==> src/rtl/pipe_pkg.sv <==
// Shared widths, decoded-control bit positions and ID/EX stage state encoding
// for the 5-stage core pipeline.
package pipe_pkg;

    localparam int XLEN       = 32;
    localparam int REG_ADDR_W = 5;
    localparam int CTRL_W     = 16;
    localparam int NUM_SRC    = 2;
    localparam int CNT_W      = 16;

    // Bit positions inside the packed control bundle; bit 15 is spare.
    localparam int CTRL_REGWRITE     = 0;
    localparam int CTRL_ALUSRC       = 1;
    localparam int CTRL_MEMWRITE     = 2;
    localparam int CTRL_RESULTSRC_LO = 3;
    localparam int CTRL_RESULTSRC_HI = 4;
    localparam int CTRL_BRANCH       = 5;
    localparam int CTRL_JUMP         = 6;
    localparam int CTRL_JALR         = 7;
    localparam int CTRL_ALUCTRL_LO   = 8;
    localparam int CTRL_ALUCTRL_HI   = 11;
    localparam int CTRL_FUNCT3_LO    = 12;
    localparam int CTRL_FUNCT3_HI    = 14;

    typedef enum logic [1:0] {
        ST_EMPTY = 2'd0,
        ST_FULL  = 2'd1,
        ST_SKID  = 2'd2
    } stage_state_e;

endpackage

==> src/rtl/id_ex_slot.sv <==
// One ID/EX payload register with valid bit. Held operands track writeback so
// a stalled instruction never carries stale register data.
module id_ex_slot #(
    parameter int XLEN       = pipe_pkg::XLEN,
    parameter int REG_ADDR_W = pipe_pkg::REG_ADDR_W,
    parameter int CTRL_W     = pipe_pkg::CTRL_W,
    parameter int NUM_SRC    = pipe_pkg::NUM_SRC
) (
    input  logic                          clk_i,
    input  logic                          rst_i,
    input  logic                          load_i,
    input  logic                          clr_i,
    input  logic [CTRL_W-1:0]             ctrl_i,
    input  logic [XLEN-1:0]               pc_i,
    input  logic [XLEN-1:0]               pc4_i,
    input  logic [XLEN-1:0]               imm_i,
    input  logic [NUM_SRC*REG_ADDR_W-1:0] rs_i,
    input  logic [REG_ADDR_W-1:0]         rd_i,
    input  logic [NUM_SRC*XLEN-1:0]       rdata_i,
    input  logic                          wb_we_i,
    input  logic [REG_ADDR_W-1:0]         wb_rd_i,
    input  logic [XLEN-1:0]               wb_data_i,
    output logic                          valid_o,
    output logic [CTRL_W-1:0]             ctrl_o,
    output logic [XLEN-1:0]               pc_o,
    output logic [XLEN-1:0]               pc4_o,
    output logic [XLEN-1:0]               imm_o,
    output logic [NUM_SRC*REG_ADDR_W-1:0] rs_o,
    output logic [REG_ADDR_W-1:0]         rd_o,
    output logic [NUM_SRC*XLEN-1:0]       rdata_o
);
    import pipe_pkg::*;

    logic                          valid_q;
    logic [CTRL_W-1:0]             ctrl_q;
    logic [XLEN-1:0]               pc_q, pc4_q, imm_q;
    logic [NUM_SRC*REG_ADDR_W-1:0] rs_q, src_rs;
    logic [REG_ADDR_W-1:0]         rd_q;
    logic [NUM_SRC*XLEN-1:0]       rdata_q, rdata_d;

    // The same bypass serves a fresh capture and an entry already held; x0 never matches.
    always_comb begin
        src_rs  = load_i ? rs_i : rs_q;
        rdata_d = load_i ? rdata_i : rdata_q;
        for (int i = 0; i < NUM_SRC; i++) begin
            if (wb_we_i && (wb_rd_i != '0) &&
                (wb_rd_i == src_rs[i*REG_ADDR_W +: REG_ADDR_W])) begin
                rdata_d[i*XLEN +: XLEN] = wb_data_i;
            end
        end
    end

    always_ff @(posedge clk_i) begin
        if (rst_i) begin
            valid_q <= 1'b0;
            ctrl_q  <= '0;
            pc_q    <= '0;
            pc4_q   <= '0;
            imm_q   <= '0;
            rs_q    <= '0;
            rd_q    <= '0;
            rdata_q <= '0;
        end else if (clr_i) begin
            valid_q <= 1'b0;
            ctrl_q  <= '0;
        end else if (load_i) begin
            valid_q <= 1'b1;
            ctrl_q  <= ctrl_i;
            pc_q    <= pc_i;
            pc4_q   <= pc4_i;
            imm_q   <= imm_i;
            rs_q    <= rs_i;
            rd_q    <= rd_i;
            rdata_q <= rdata_d;
        end else if (valid_q) begin
            rdata_q <= rdata_d;
        end
    end

    assign valid_o = valid_q;
    assign ctrl_o  = ctrl_q;
    assign pc_o    = pc_q;
    assign pc4_o   = pc4_q;
    assign imm_o   = imm_q;
    assign rs_o    = rs_q;
    assign rd_o    = rd_q;
    assign rdata_o = rdata_q;

endmodule

==> src/rtl/id_ex_skid_stage.sv <==
// Decode-to-execute stage: valid/ready handshake over a main + skid slot pair,
// with saturating stall and bubble counters.
//
//   state    | meaning
//   ---------+-------------------------------------------
//   ST_EMPTY | main invalid, nothing presented to execute
//   ST_FULL  | main valid, skid invalid
//   ST_SKID  | main and skid valid, in_ready low
module id_ex_skid_stage #(
    parameter int XLEN       = pipe_pkg::XLEN,
    parameter int REG_ADDR_W = pipe_pkg::REG_ADDR_W,
    parameter int CTRL_W     = pipe_pkg::CTRL_W,
    parameter int NUM_SRC    = pipe_pkg::NUM_SRC,
    parameter int CNT_W      = pipe_pkg::CNT_W
) (
    input  logic                          clk,
    input  logic                          rst,
    input  logic                          in_valid,
    output logic                          in_ready,
    input  logic [CTRL_W-1:0]             in_ctrl,
    input  logic [XLEN-1:0]               in_pc,
    input  logic [XLEN-1:0]               in_pc4,
    input  logic [XLEN-1:0]               in_imm,
    input  logic [NUM_SRC*REG_ADDR_W-1:0] in_rs,
    input  logic [REG_ADDR_W-1:0]         in_rd,
    input  logic [NUM_SRC*XLEN-1:0]       in_rdata,
    input  logic                          wb_we,
    input  logic [REG_ADDR_W-1:0]         wb_rd,
    input  logic [XLEN-1:0]               wb_data,
    input  logic                          flush,
    output logic                          out_valid,
    input  logic                          out_ready,
    output logic [CTRL_W-1:0]             out_ctrl,
    output logic [XLEN-1:0]               out_pc,
    output logic [XLEN-1:0]               out_pc4,
    output logic [XLEN-1:0]               out_imm,
    output logic [NUM_SRC*REG_ADDR_W-1:0] out_rs,
    output logic [REG_ADDR_W-1:0]         out_rd,
    output logic [NUM_SRC*XLEN-1:0]       out_rdata,
    output logic [CNT_W-1:0]              stall_cnt,
    output logic [CNT_W-1:0]              bubble_cnt
);
    import pipe_pkg::*;

    stage_state_e state;
    logic accept, drain;
    logic main_valid, skid_valid;
    logic main_load, main_clr, skid_load, skid_clr;

    logic [CTRL_W-1:0]             skid_ctrl, main_ctrl_in;
    logic [XLEN-1:0]               skid_pc, skid_pc4, skid_imm;
    logic [XLEN-1:0]               main_pc_in, main_pc4_in, main_imm_in;
    logic [NUM_SRC*REG_ADDR_W-1:0] skid_rs, main_rs_in;
    logic [REG_ADDR_W-1:0]         skid_rd, main_rd_in;
    logic [NUM_SRC*XLEN-1:0]       skid_rdata, main_rdata_in;

    logic [CNT_W-1:0] stall_q, stall_d, bubble_q, bubble_d;

    // in_ready comes from a flop only, so there is no path from out_ready.
    assign in_ready  = !skid_valid;
    assign out_valid = main_valid;
    assign accept    = in_valid && in_ready;
    assign drain     = main_valid && out_ready;

    always_comb begin
        if (skid_valid)      state = ST_SKID;
        else if (main_valid) state = ST_FULL;
        else                 state = ST_EMPTY;

        main_load = 1'b0;
        main_clr  = 1'b0;
        skid_load = 1'b0;
        skid_clr  = 1'b0;
        if (flush) begin
            main_clr = 1'b1;
            skid_clr = 1'b1;
        end else begin
            case (state)
                ST_EMPTY: main_load = accept;
                ST_FULL: begin
                    if (drain) begin
                        main_load = accept;
                        main_clr  = !accept;
                    end else begin
                        skid_load = accept;
                    end
                end
                ST_SKID: begin
                    if (drain) begin
                        main_load = 1'b1;
                        skid_clr  = 1'b1;
                    end
                end
                default: ;
            endcase
        end
    end

    // Main only ever reloads from the skid slot while that slot is occupied.
    assign main_ctrl_in  = skid_valid ? skid_ctrl  : in_ctrl;
    assign main_pc_in    = skid_valid ? skid_pc    : in_pc;
    assign main_pc4_in   = skid_valid ? skid_pc4   : in_pc4;
    assign main_imm_in   = skid_valid ? skid_imm   : in_imm;
    assign main_rs_in    = skid_valid ? skid_rs    : in_rs;
    assign main_rd_in    = skid_valid ? skid_rd    : in_rd;
    assign main_rdata_in = skid_valid ? skid_rdata : in_rdata;

    id_ex_slot #(
        .XLEN(XLEN), .REG_ADDR_W(REG_ADDR_W), .CTRL_W(CTRL_W), .NUM_SRC(NUM_SRC)
    ) u_main (
        .clk_i(clk), .rst_i(rst), .load_i(main_load), .clr_i(main_clr),
        .ctrl_i(main_ctrl_in), .pc_i(main_pc_in), .pc4_i(main_pc4_in),
        .imm_i(main_imm_in), .rs_i(main_rs_in), .rd_i(main_rd_in),
        .rdata_i(main_rdata_in),
        .wb_we_i(wb_we), .wb_rd_i(wb_rd), .wb_data_i(wb_data),
        .valid_o(main_valid), .ctrl_o(out_ctrl), .pc_o(out_pc), .pc4_o(out_pc4),
        .imm_o(out_imm), .rs_o(out_rs), .rd_o(out_rd), .rdata_o(out_rdata)
    );

    id_ex_slot #(
        .XLEN(XLEN), .REG_ADDR_W(REG_ADDR_W), .CTRL_W(CTRL_W), .NUM_SRC(NUM_SRC)
    ) u_skid (
        .clk_i(clk), .rst_i(rst), .load_i(skid_load), .clr_i(skid_clr),
        .ctrl_i(in_ctrl), .pc_i(in_pc), .pc4_i(in_pc4), .imm_i(in_imm),
        .rs_i(in_rs), .rd_i(in_rd), .rdata_i(in_rdata),
        .wb_we_i(wb_we), .wb_rd_i(wb_rd), .wb_data_i(wb_data),
        .valid_o(skid_valid), .ctrl_o(skid_ctrl), .pc_o(skid_pc), .pc4_o(skid_pc4),
        .imm_o(skid_imm), .rs_o(skid_rs), .rd_o(skid_rd), .rdata_o(skid_rdata)
    );

    // Counters look at the pre-flush view of out_valid.
    always_comb begin
        stall_d  = stall_q;
        bubble_d = bubble_q;
        if (main_valid && !out_ready && (stall_q != '1))
            stall_d = stall_q + CNT_W'(1);
        if (out_ready && !main_valid && (bubble_q != '1))
            bubble_d = bubble_q + CNT_W'(1);
    end

    always_ff @(posedge clk) begin
        if (rst) begin
            stall_q  <= '0;
            bubble_q <= '0;
        end else begin
            stall_q  <= stall_d;
            bubble_q <= bubble_d;
        end
    end

    assign stall_cnt  = stall_q;
    assign bubble_cnt = bubble_q;

endmodule
==> config.mk <==
export PLATFORM = sky130hd
export DESIGN_NAME = id_ex_skid_stage
export DESIGN_NICKNAME = d
export VERILOG_FILES = /design/src/rtl/pipe_pkg.sv /design/src/rtl/id_ex_slot.sv /design/src/rtl/id_ex_skid_stage.sv
export SDC_FILE = /design/constraint.sdc
export NUM_CORES = 1
export LEC_CHECK = 0
export CAP_MARGIN = 20
export CORE_MARGIN = 4
export CORE_UTILIZATION = 50
export DETAILED_ROUTE_END_ITERATION = 7
export PLACE_DENSITY = 0.79
export SKIP_LAST_GASP = 1
export SYNTH_ARGS = -nofsm -noshare
export SYNTH_HDL_FRONTEND = slang
export SYNTH_SLANG_ARGS = --single-unit
==> constraint.sdc <==
create_clock -name clk -period 3.1 [get_ports clk]
set_input_delay 0.31 -clock clk [delete_from_list [all_inputs] [get_ports clk]]
set_output_delay 0.31 -clock clk [all_outputs]
set_load 0.02 [all_outputs]
After elaboration in Yosys (flattened, before gate mapping). Index checks and enable logic that the tools add are counted.

Equal/unequal tests: 8. Bitwise logic cells: 2. Add/sub/neg operators: 2. Muxes and demuxes: 33. Reductions and logical operators: 25.

Operators by type and width (count): two-way mux 64 bit (7); two-way mux 32 bit (7); adder 16 x 1 -> 16 bit (second input constant) (2); inequality test 16 bit (second input constant) (2); two-way mux 10 bit (3); equality test 5 bit (4); two-way mux 16 bit (1); two-way mux 1 bit (12); logical AND 1 bit (11); AND reduction 2 bit (4); two-way mux 5 bit (1); nonzero test 5 bit (1); logical NOT 1 bit (4); nonzero test 2 bit (2); OR reduction 2 bit (2); case mux 1 bit (3 select lines) (1); equality test 2 x 1 -> 1 bit (second input constant) (1); equality test 2 bit (second input constant) (1); logical NOT 2 bit (1); two-way mux 2 bit (1); NOT 1 bit (2).

Flip-flop bits (word level): 416. Bits of input ports: 234. Logic and storage cells: 88. Output and inout port bits: 225.

Longest topological paths before layout. Gate-level depths: netlist of run 1.

Word-level depth: 11. Depth in mapped cells: 11. Gate-level depth less buffers: 8.

Cells and area by module. A second synthesis of run 1 with hierarchy kept.

Cells, all modules: 2591. Area total of the unflattened synthesis: 21574.4 um2.

Modules (own cells, without submodules): id_ex_slot (times used 2, sequential area each 3843.7 um2, cells each 1084, area each 8780.9 um2); id_ex_skid_stage (times used 1, sequential area each 640.6 um2, cells each 423, area each 4012.6 um2).

Least setup slack after synthesis of run 1. No wires, ideal clock.

Path kind: reg-to-reg. From: reg u_main.valid_q, in the netlist u_main.valid_o. To: reg u_main.rdata_q[10], in the netlist u_main.rdata_o[10]. Cell stages (with the launch flop): 11. Arrival: 2.675 ns. Library setup time: 0.125 ns. Data required time: 2.975 ns. Path buffers: 3. Clock period less this slack: 2.800 ns. Setup slack: 0.300 ns. Cells stage by stage: dfxtp_1 -> buf_4 -> mux2i_1 -> nor3_1 -> buf_2 -> mux2i_1 -> xor2_1 -> o2111ai_2 -> o21a_1 -> buf_1 -> o2bb2ai_1.

Cells in the longest elaborated chain, start to end: 11. Elaborated cells between the ends (all ways): 23. Those cells by class: eq/ne (3); mux (14); bitwise (1); reduce/logical (5).

RTL lines: start, declared (line id_ex_slot.sv:34) `logic valid_q;`; start signal, assigned (line id_ex_slot.sv:55) `valid_q <= 1'b0;`; start signal, assigned (line id_ex_slot.sv:64) `valid_q <= 1'b0;`; start signal, assigned (line id_ex_slot.sv:67) `valid_q <= 1'b1;`; two-way mux 1 bit (line id_ex_skid_stage.sv:67) `else if (main_valid) state = ST_FULL;`; two-way mux 2 bit (line id_ex_skid_stage.sv:66) `if (skid_valid) state = ST_SKID;`; equality test 2 bit, or another cell as far along (line id_ex_skid_stage.sv:78) `case (state)`; case mux 1 bit (3 select lines) (line id_ex_skid_stage.sv:78); two-way mux 1 bit (line id_ex_skid_stage.sv:74) `if (flush) begin`; two-way mux 10 bit; equality test 5 bit (line id_ex_slot.sv:47) `(wb_rd_i == src_rs[i*REG_ADDR_W +: REG_ADDR_W])) begin`; logical AND 1 bit (line id_ex_slot.sv:46) `if (wb_we_i && (wb_rd_i != '0) &&`; two-way mux 32 bit (line id_ex_slot.sv:46); two-way mux 64 bit (line id_ex_slot.sv:75) `end else if (valid_q) begin`; two-way mux 64 bit (line id_ex_slot.sv:66) `end else if (load_i) begin`; end signal, assigned (line id_ex_slot.sv:74) `rdata_q <= rdata_d;`; end signal, assigned (line id_ex_slot.sv:76) `rdata_q <= rdata_d;`; end, declared (line id_ex_slot.sv:39) `logic [NUM_SRC*XLEN-1:0] rdata_q, rdata_d;`.

Several ways; a longest one is shown, not always the timed one. The select of a mux whose other input is x is not followed. A chain may end at the register's enable or synchronous reset.

Worst setup path after layout of run 1.
From: reg u_skid.valid_q, in the netlist u_skid.valid_o. To: reg u_skid.rdata_q[63], in the netlist u_skid.rdata_o[63].

Cells in the longest elaborated chain, start to end: 11. Elaborated cells between the ends (all ways): 20. Those cells by class: eq/ne (3); mux (11); bitwise (1); reduce/logical (5).

RTL lines: start, declared (line id_ex_slot.sv:34); start signal, assigned (line id_ex_slot.sv:55); start signal, assigned (line id_ex_slot.sv:64); start signal, assigned (line id_ex_slot.sv:67); logical NOT 1 bit (line id_ex_skid_stage.sv:60) `assign in_ready = !skid_valid;`; logical AND 1 bit (line id_ex_skid_stage.sv:62) `assign accept = in_valid && in_ready;`; two-way mux 1 bit (line id_ex_skid_stage.sv:81) `if (drain) begin`; two-way mux 1 bit (line id_ex_skid_stage.sv:78); two-way mux 1 bit (line id_ex_skid_stage.sv:74); two-way mux 10 bit; equality test 5 bit (line id_ex_slot.sv:47); logical AND 1 bit (line id_ex_slot.sv:46); two-way mux 32 bit (line id_ex_slot.sv:46); two-way mux 64 bit (line id_ex_slot.sv:75); two-way mux 64 bit (line id_ex_slot.sv:66); end signal, assigned (line id_ex_slot.sv:74); end signal, assigned (line id_ex_slot.sv:76); end, declared (line id_ex_slot.sv:39).

Several ways; a longest one is shown, not always the timed one. The select of a mux whose other input is x is not followed.

==> flow_summary.json, run 1 <==
{
  "outcome": "finished, final reports clean",
  "grt-ovfl-total": 0,
  "num_vias": 16821,
  "ys_async_sr_fraction_pct": 0,
  "synth_top_cell_area_share_pct": 44.39,
  "initial_core_util_pct": 51.00,
  "hold_viol": 0,
  "die_width_um": 201.7,
  "cpMaxStageDelayCell": "or4_2",
  "fin_crit_ns": 2.892,
  "cp.required_ns": 3.59,
  "crit_type": "flop to flop",
  "grt_pass1_vias": 16727,
  "drt-pass1-iter-count": 5,
  "fin_nets": 2637,
  "synth-seq-area-share_pct": 44.39,
  "slowest_delay_ns": 0.73,
  "final_cell_mix": "457 x clkdlybuf4s50_1, 414 x dfxtp_1, 260 x nand2_1",
  "htreeDepth": 2,
  "finalCritPeriodShare_pct": 93.28,
  "dp.cells": 2821,
  "rr_worst_depth": 8,
  "final_common_cell": "clkdlybuf4s50_1",
  "cp.arrival_ns": 3.38,
  "syn_avg_cell_area_um2": 9.319,
  "finalNonFillerCells": 2912,
  "worstMarginPinSlew_ns": 1.099,
  "ys_warn_count": 0,
  "max_freq_mhz": 345.8,
  "rows": 70,
  "clock_latency_ns": 0.59,
  "synthCells": 2013,
  "power_density_nw_per_um2": 509.3,
  "swShare_pct": 25.40,
  "leakagePower_nw": 8.939,
  "endpoint_kind": "flop",
  "p_switching_mw": 3.288,
  "critPathLaunchType": "flop",
  "ant_nets": 0,
  "rsz0062_at_grt": "false",
  "setup_viol": 0,
  "cts_buffers": 45,
  "utilization_pct": 69.10,
  "synthTopCellsByArea": "dfxtp_1 44%, mux2i_1 12%, nand2_1 5.2%",
  "cts_tree": "yes",
  "routed_wl_mm": 59.92,
  "internal_power_mw": 9.657,
  "drc_errors": 0,
  "first_iter_violations": 974,
  "cts_num_sinks": 416,
  "area_growth_syn_to_layout_pct": 35.50,
  "dpl.hpwl_mm": 41.23,
  "fin_skew_ns": 0.01157,
  "crit_chain": "nand4bb_2 > nor2_4 > mux2i_1 > xnor2_1 > or4_2 > a21o_2 > buf_12 > a221oi_1",
  "antenna_found_initial": 11,
  "synth_nets": 2249,
  "rrSetupSlack_ns": 0.21,
  "synth_enable_flop_cells": 0,
  "fp.dieH_um": 201.7,
  "dieArea_um2": 40680,
  "wire_per_inst_um": 20.58,
  "grt_first_pass_wirelength_mm": 93.40,
  "clkTransAtPathRegs_ns": 0.06,
  "cp_max_fo": 26,
  "drv_cap": 0,
  "io_pins": 459,
  "ys_types": 56,
  "clk_path_buf_depth": 3,
  "cts-root-buf": "clkbuf_16",
  "portBuffers": 458,
  "hold_path_class": "input port to flop",
  "synth_top_area_cell": "dfxtp_1",
  "gp_congestion": 0.8636,
  "synth_flop_cell": "dfxtp_1",
  "ys_ff_latch": 416,
  "syn-cell-area_um2": 18760,
  "ir_drop_uv": 481.4,
  "power_frac_comb_pct": 12.8,
  "track_usage_pct": 28.01,
  "worstHoldPathCells": 3,
  "core_area_um2": 36790,
  "final_layout_size_suffix_gt1_share_pct": 11.37,
  "viasPerCell": 5.776,
  "clock_power_share_pct": 43.8,
  "max_slew_margin_pct": 26.75,
  "grt_max_degree": 162,
  "seqPwrFrac_pct": 43.4,
  "slew_violations": 0
}
-- state kept, by name (all words and copies together) (netlist names), 32 cells and up --
name            flops
u_skid.rdata_o     64
u_main.rdata_o     64
u_skid.imm_o       32
u_main.pc_o        32
u_skid.pc_o        32
u_skid.pc4_o       32
u_main.imm_o       32
u_main.pc4_o       32
-- cells in the mapped netlist, types with 19 or more instances --
cell type and n:
mux2i_1 233, nand3_1 43, clkbuf_1 128, dfxtp_1 416, nand2_1 261, a211oi_1 126, o2bb2ai_2 30, or3_1 37
o2bb2ai_1 34, nand3b_1 32, a21oi_1 132, a31oi_1 33, nor2_1 167, o21ai_1 31, mux2_2 64, buf_1 21
inv_1 40, xor2_1 19, xnor2_1 26, a221oi_2 30
-- worst max-delay path, delay by kind of cell (launching register included) --
family	cells	cell delay, ns
AND/OR/NAND/NOR	3	1.26
AO/OA/AOI/OAI	2	0.57
flip-flops	1	0.39
multiplexers	1	0.29
buffers and inverters	1	0.18
XOR/XNOR	1	0.08
-- routing by layer --
metal	vias to the layer above	track usage [%]	wire, um
met5	-	0	53
li1	7974	-	-
met3	142	7.542	4706
met1	8038	33.72	23990
met4	8	11.77	2284
met2	659	47.41	28880
-- power groups by stage --
stage          registers [mW]  logic (mW)  clock network (mW)
2_1_floorplan            5.90       0.587                   0
3_3_place_gp             5.73        1.62                   0
3_5_place_dp             5.74        1.64                   0
4_1_cts                  5.62        1.66                5.75
5_1_grt                  5.64        1.76                5.97
6_report                 5.62        1.65                5.67
-- timing repair --
item                       4_1_cts  5_1_grt
setup endpoints to repair        0        1
hold endpoints to repair         1        0
resized for setup                0        1
buffers inserted                 0        0
hold buffers                     1        0
-- cell type report --
class	count	area (um2)
antenna	7	17.52
clock buffer	58	1225
clock inverter	25	331.6
fill	2803	11370
inverter	41	153.9
multi-input combinational	1379	9568
sequential	416	8333
tap	468	585.6
timing repair buffer	518	5205
-- worst paths after layout --
path	start	endpoint
worst min register to register	u_skid.ctrl_o[0]$_SDFFE_PP0N_	u_skid.ctrl_o[0]$_SDFFE_PP0N_
worst max register to register	u_skid.valid_o$_SDFFE_PP0N_	u_skid.rdata_o[63]$_SDFFE_PP0P_
worst min-delay path	in_pc4[16]	u_skid.pc4_o[16]$_SDFFE_PP0P_
worst max-delay path	u_skid.valid_o$_SDFFE_PP0N_	u_skid.rdata_o[63]$_SDFFE_PP0P_
-- through the flow --
step | total power [mW] | worst slack [ns] | TNS (ns) | instance area, um2 | hold slack [ns]
floorplan | 6.491 | 0.2998 | 0 | 18760 | 0.4360
global placement | 7.349 | -0.1384 | -5.892 | 23830 | 0.4408
detailed placement | 7.382 | -0.1908 | -9.508 | 23830 | 0.4471
CTS | 13.03 | 0.1808 | 0 | 25400 | 0.2590
global route | 13.36 | 0.05082 | 0 | 25420 | 0.3001
finish | 12.95 | 0.2082 | 0 | 25420 | 0.2995
-- logic make-up (layout without fill, tap and decap cells) --
group,count (synthesis),in the layout,synth area share (%)
mux,299,299,16.39
simple gates,582,582,13.87
fa+ha+maj,2,2,0.1334
xor+xnor,45,45,2.101
flops,416,416,44.39
buf+inv,218,642,4.876
other cells,0,7,0
compound gates,451,451,18.24
Power figures use the tool's default switching activity.
==> run 2, diff against run 1 <==
CORE_UTILIZATION = 54   (was 50)
PLACE_DENSITY = 0.84   (was 0.79)
clock period = 3.4 ns   (was 3.1 ns; I/O delays follow)
==> run 2 against run 1 <==
  * Core utilization up 5.3 points
  * Clock skew up 0.0044 ns
  * Die area shrank 7.1%
  * Critical endpoint is now in_ready
==> flow_summary.json, run 2 (same netlist as run 1, synthesis figures left out) <==
{
  "fin_nets": 2620,
  "cts_num_sinks": 416,
  "core_area_um2": 33870,
  "cp.required_ns": 3.06,
  "final_layout_size_suffix_gt1_share_pct": 10.60,
  "routed_wl_mm": 60.26,
  "timing.setup.tns_ns": 0,
  "track_usage_pct": 30.06,
  "post_dp_cell_area_um2": 23670,
  "p_switching_mw": 2.826,
  "cts_resized": 0,
  "num_vias": 16803,
  "drc_errors": 0,
  "power_density_nw_per_um2": 461.2,
  "max_slew_margin_pct": 24.84,
  "slew_violations": 0,
  "design_area_um2": 25190,
  "seqPwrFrac_pct": 44.1,
  "grt_first_pass_wirelength_mm": 93.65,
  "finalCritPeriodShare_pct": 91.71,
  "dpl.hpwl_mm": 41.17,
  "final_common_cell": "clkdlybuf4s50_1",
  "cts-root-buf": "clkbuf_16",
  "setup_ws_ns": 0.2820,
  "cts_buffers": 43,
  "leakagePower_nw": 8.829,
  "htreeDepth": 2,
  "first_iter_violations": 1141,
  "antenna_found_initial": 10,
  "ir_drop_uv": 300.7,
  "place_ws_ns": 0.002322,
  "cp_max_fo": 48,
  "outcome": "finished, final reports clean",
  "final_cell_mix": "457 x clkdlybuf4s50_1, 415 x dfxtp_1, 260 x nand2_1",
  "clock_latency_ns": 0.55,
  "dp.cells": 2787,
  "ant_nets": 0,
  "worstMarginPinSlew_ns": 1.127,
  "drt-pass1-iter-count": 5,
  "dieArea_um2": 37790,
  "hold_path_class": "input port to flop",
  "area_growth_syn_to_layout_pct": 34.28,
  "clock_power_share_pct": 43.0,
  "finalPower_mw": 11.62,
  "gp_congestion": 0.8671,
  "initial_core_util_pct": 55.39,
  "drv_cap": 0,
  "endpoint_kind": "output port",
  "io_pins": 459,
  "max_freq_mhz": 320.7,
  "crit_type": "flop to output port",
  "post_cts_buffers": 0,
  "portBuffers": 458,
  "cts_tree": "yes",
  "die_width_um": 194.4,
  "clkTransAtPathRegs_ns": 0.06,
  "viasPerCell": 5.849,
  "critPathLaunchType": "flop",
  "hold_viol": 0,
  "rrSetupSlack_ns": 0.39,
  "cp.arrival_ns": 2.78,
  "hold_buffers": 0,
  "fin_crit_ns": 3.118,
  "grt_pass1_vias": 16641,
  "grt_max_degree": 175,
  "grt-ovfl-total": 0,
  "setup_viol": 0,
  "fp.dieH_um": 194.4,
  "rsz0062_at_grt": "false",
  "wire_per_inst_um": 20.97,
  "internal_power_mw": 8.792,
  "fin_skew_ns": 0.01601,
  "rows": 67,
  "clk_path_buf_depth": 3,
  "power_frac_comb_pct": 12.9,
  "finalNonFillerCells": 2873,
  "swShare_pct": 24.32,
  "fillers": 2313
}
[run 2: changes by cell type in the layout (fill, tap and decap cells not counted), sizes merged]
cell,change
buf,-14
clkbuf,+4
clkinv,-7
clkinvlp,-2
diode,+3
dlygate4sd3,-1
inv,-2
[run 2: through the flow]
| stage | hold WS [ns] | util (%) |
|---|---|---|
| 4_1_cts | 0.2016 | 74.30 |
| 3_3_place_gp | 0.4407 | 69.88 |
| 2_1_floorplan | 0.4360 | - |
| 5_1_grt | 0.2525 | 74.35 |
| 3_5_place_dp | 0.4454 | 69.88 |
| 6_report | 0.2397 | 74.38 |
[run 2: cell type report]
type,instances,area [um2],area share [%]
multi-input cells,1379,9568,37.98
flip-flops and latches,416,8332,33.08
repair buffers,503,5052,20.06
clock buffers,62,1267,5.032
well taps,448,560.5,2.225
clock inverters,14,230.2,0.9140
inverters,41,153.9,0.6110
diodes,10,25.02,0.09934
[run 2: path summary, 6_finish.rpt]
kind                                      from  depth (start not counted)                         endpoint
setup / recovery   u_skid.valid_o$_SDFFE_PP0N_                          4                         in_ready
hold / removal                             rst                          2      u_skid.pc_o[1]$_SDFFE_PP0P_
setup reg to reg   u_main.valid_o$_SDFFE_PP0N_                          9  u_main.rdata_o[63]$_SDFFE_PP0P_
hold reg to reg   u_skid.pc4_o[4]$_SDFFE_PP0P_                          2     u_skid.pc4_o[4]$_SDFFE_PP0P_
[run 2: critical path: stages (launching register included)]
cell             delay, ns
dfxtp_4               0.46
buf_4                 0.36
buf_4                 0.74
inv_1                 0.09
clkdlybuf4s50_1       0.56
[run 2: power by group through the flow]
| stage | registers, mW | clock network, mW | logic, mW |
|---|---|---|---|
| 5_1_grt | 5.14 | 5.25 | 1.59 |
| 3_3_place_gp | 5.22 | 0 | 1.46 |
| 4_1_cts | 5.12 | 5.04 | 1.50 |
| 2_1_floorplan | 5.38 | 0 | 0.535 |
| 3_5_place_dp | 5.23 | 0 | 1.49 |
| 6_report | 5.13 | 4.99 | 1.50 |
[run 2: per-layer routing]
layer / GRT usage [%] / share of wire, % / up-vias
li1: - / - / 7934
met1: 37.13 / 39 / 8033
met2: 51.21 / 49 / 688
met3: 6.787 / 7.8 / 144
met4: 11.85 / 4.0 / 4
met5: 0 / 0.045 / -
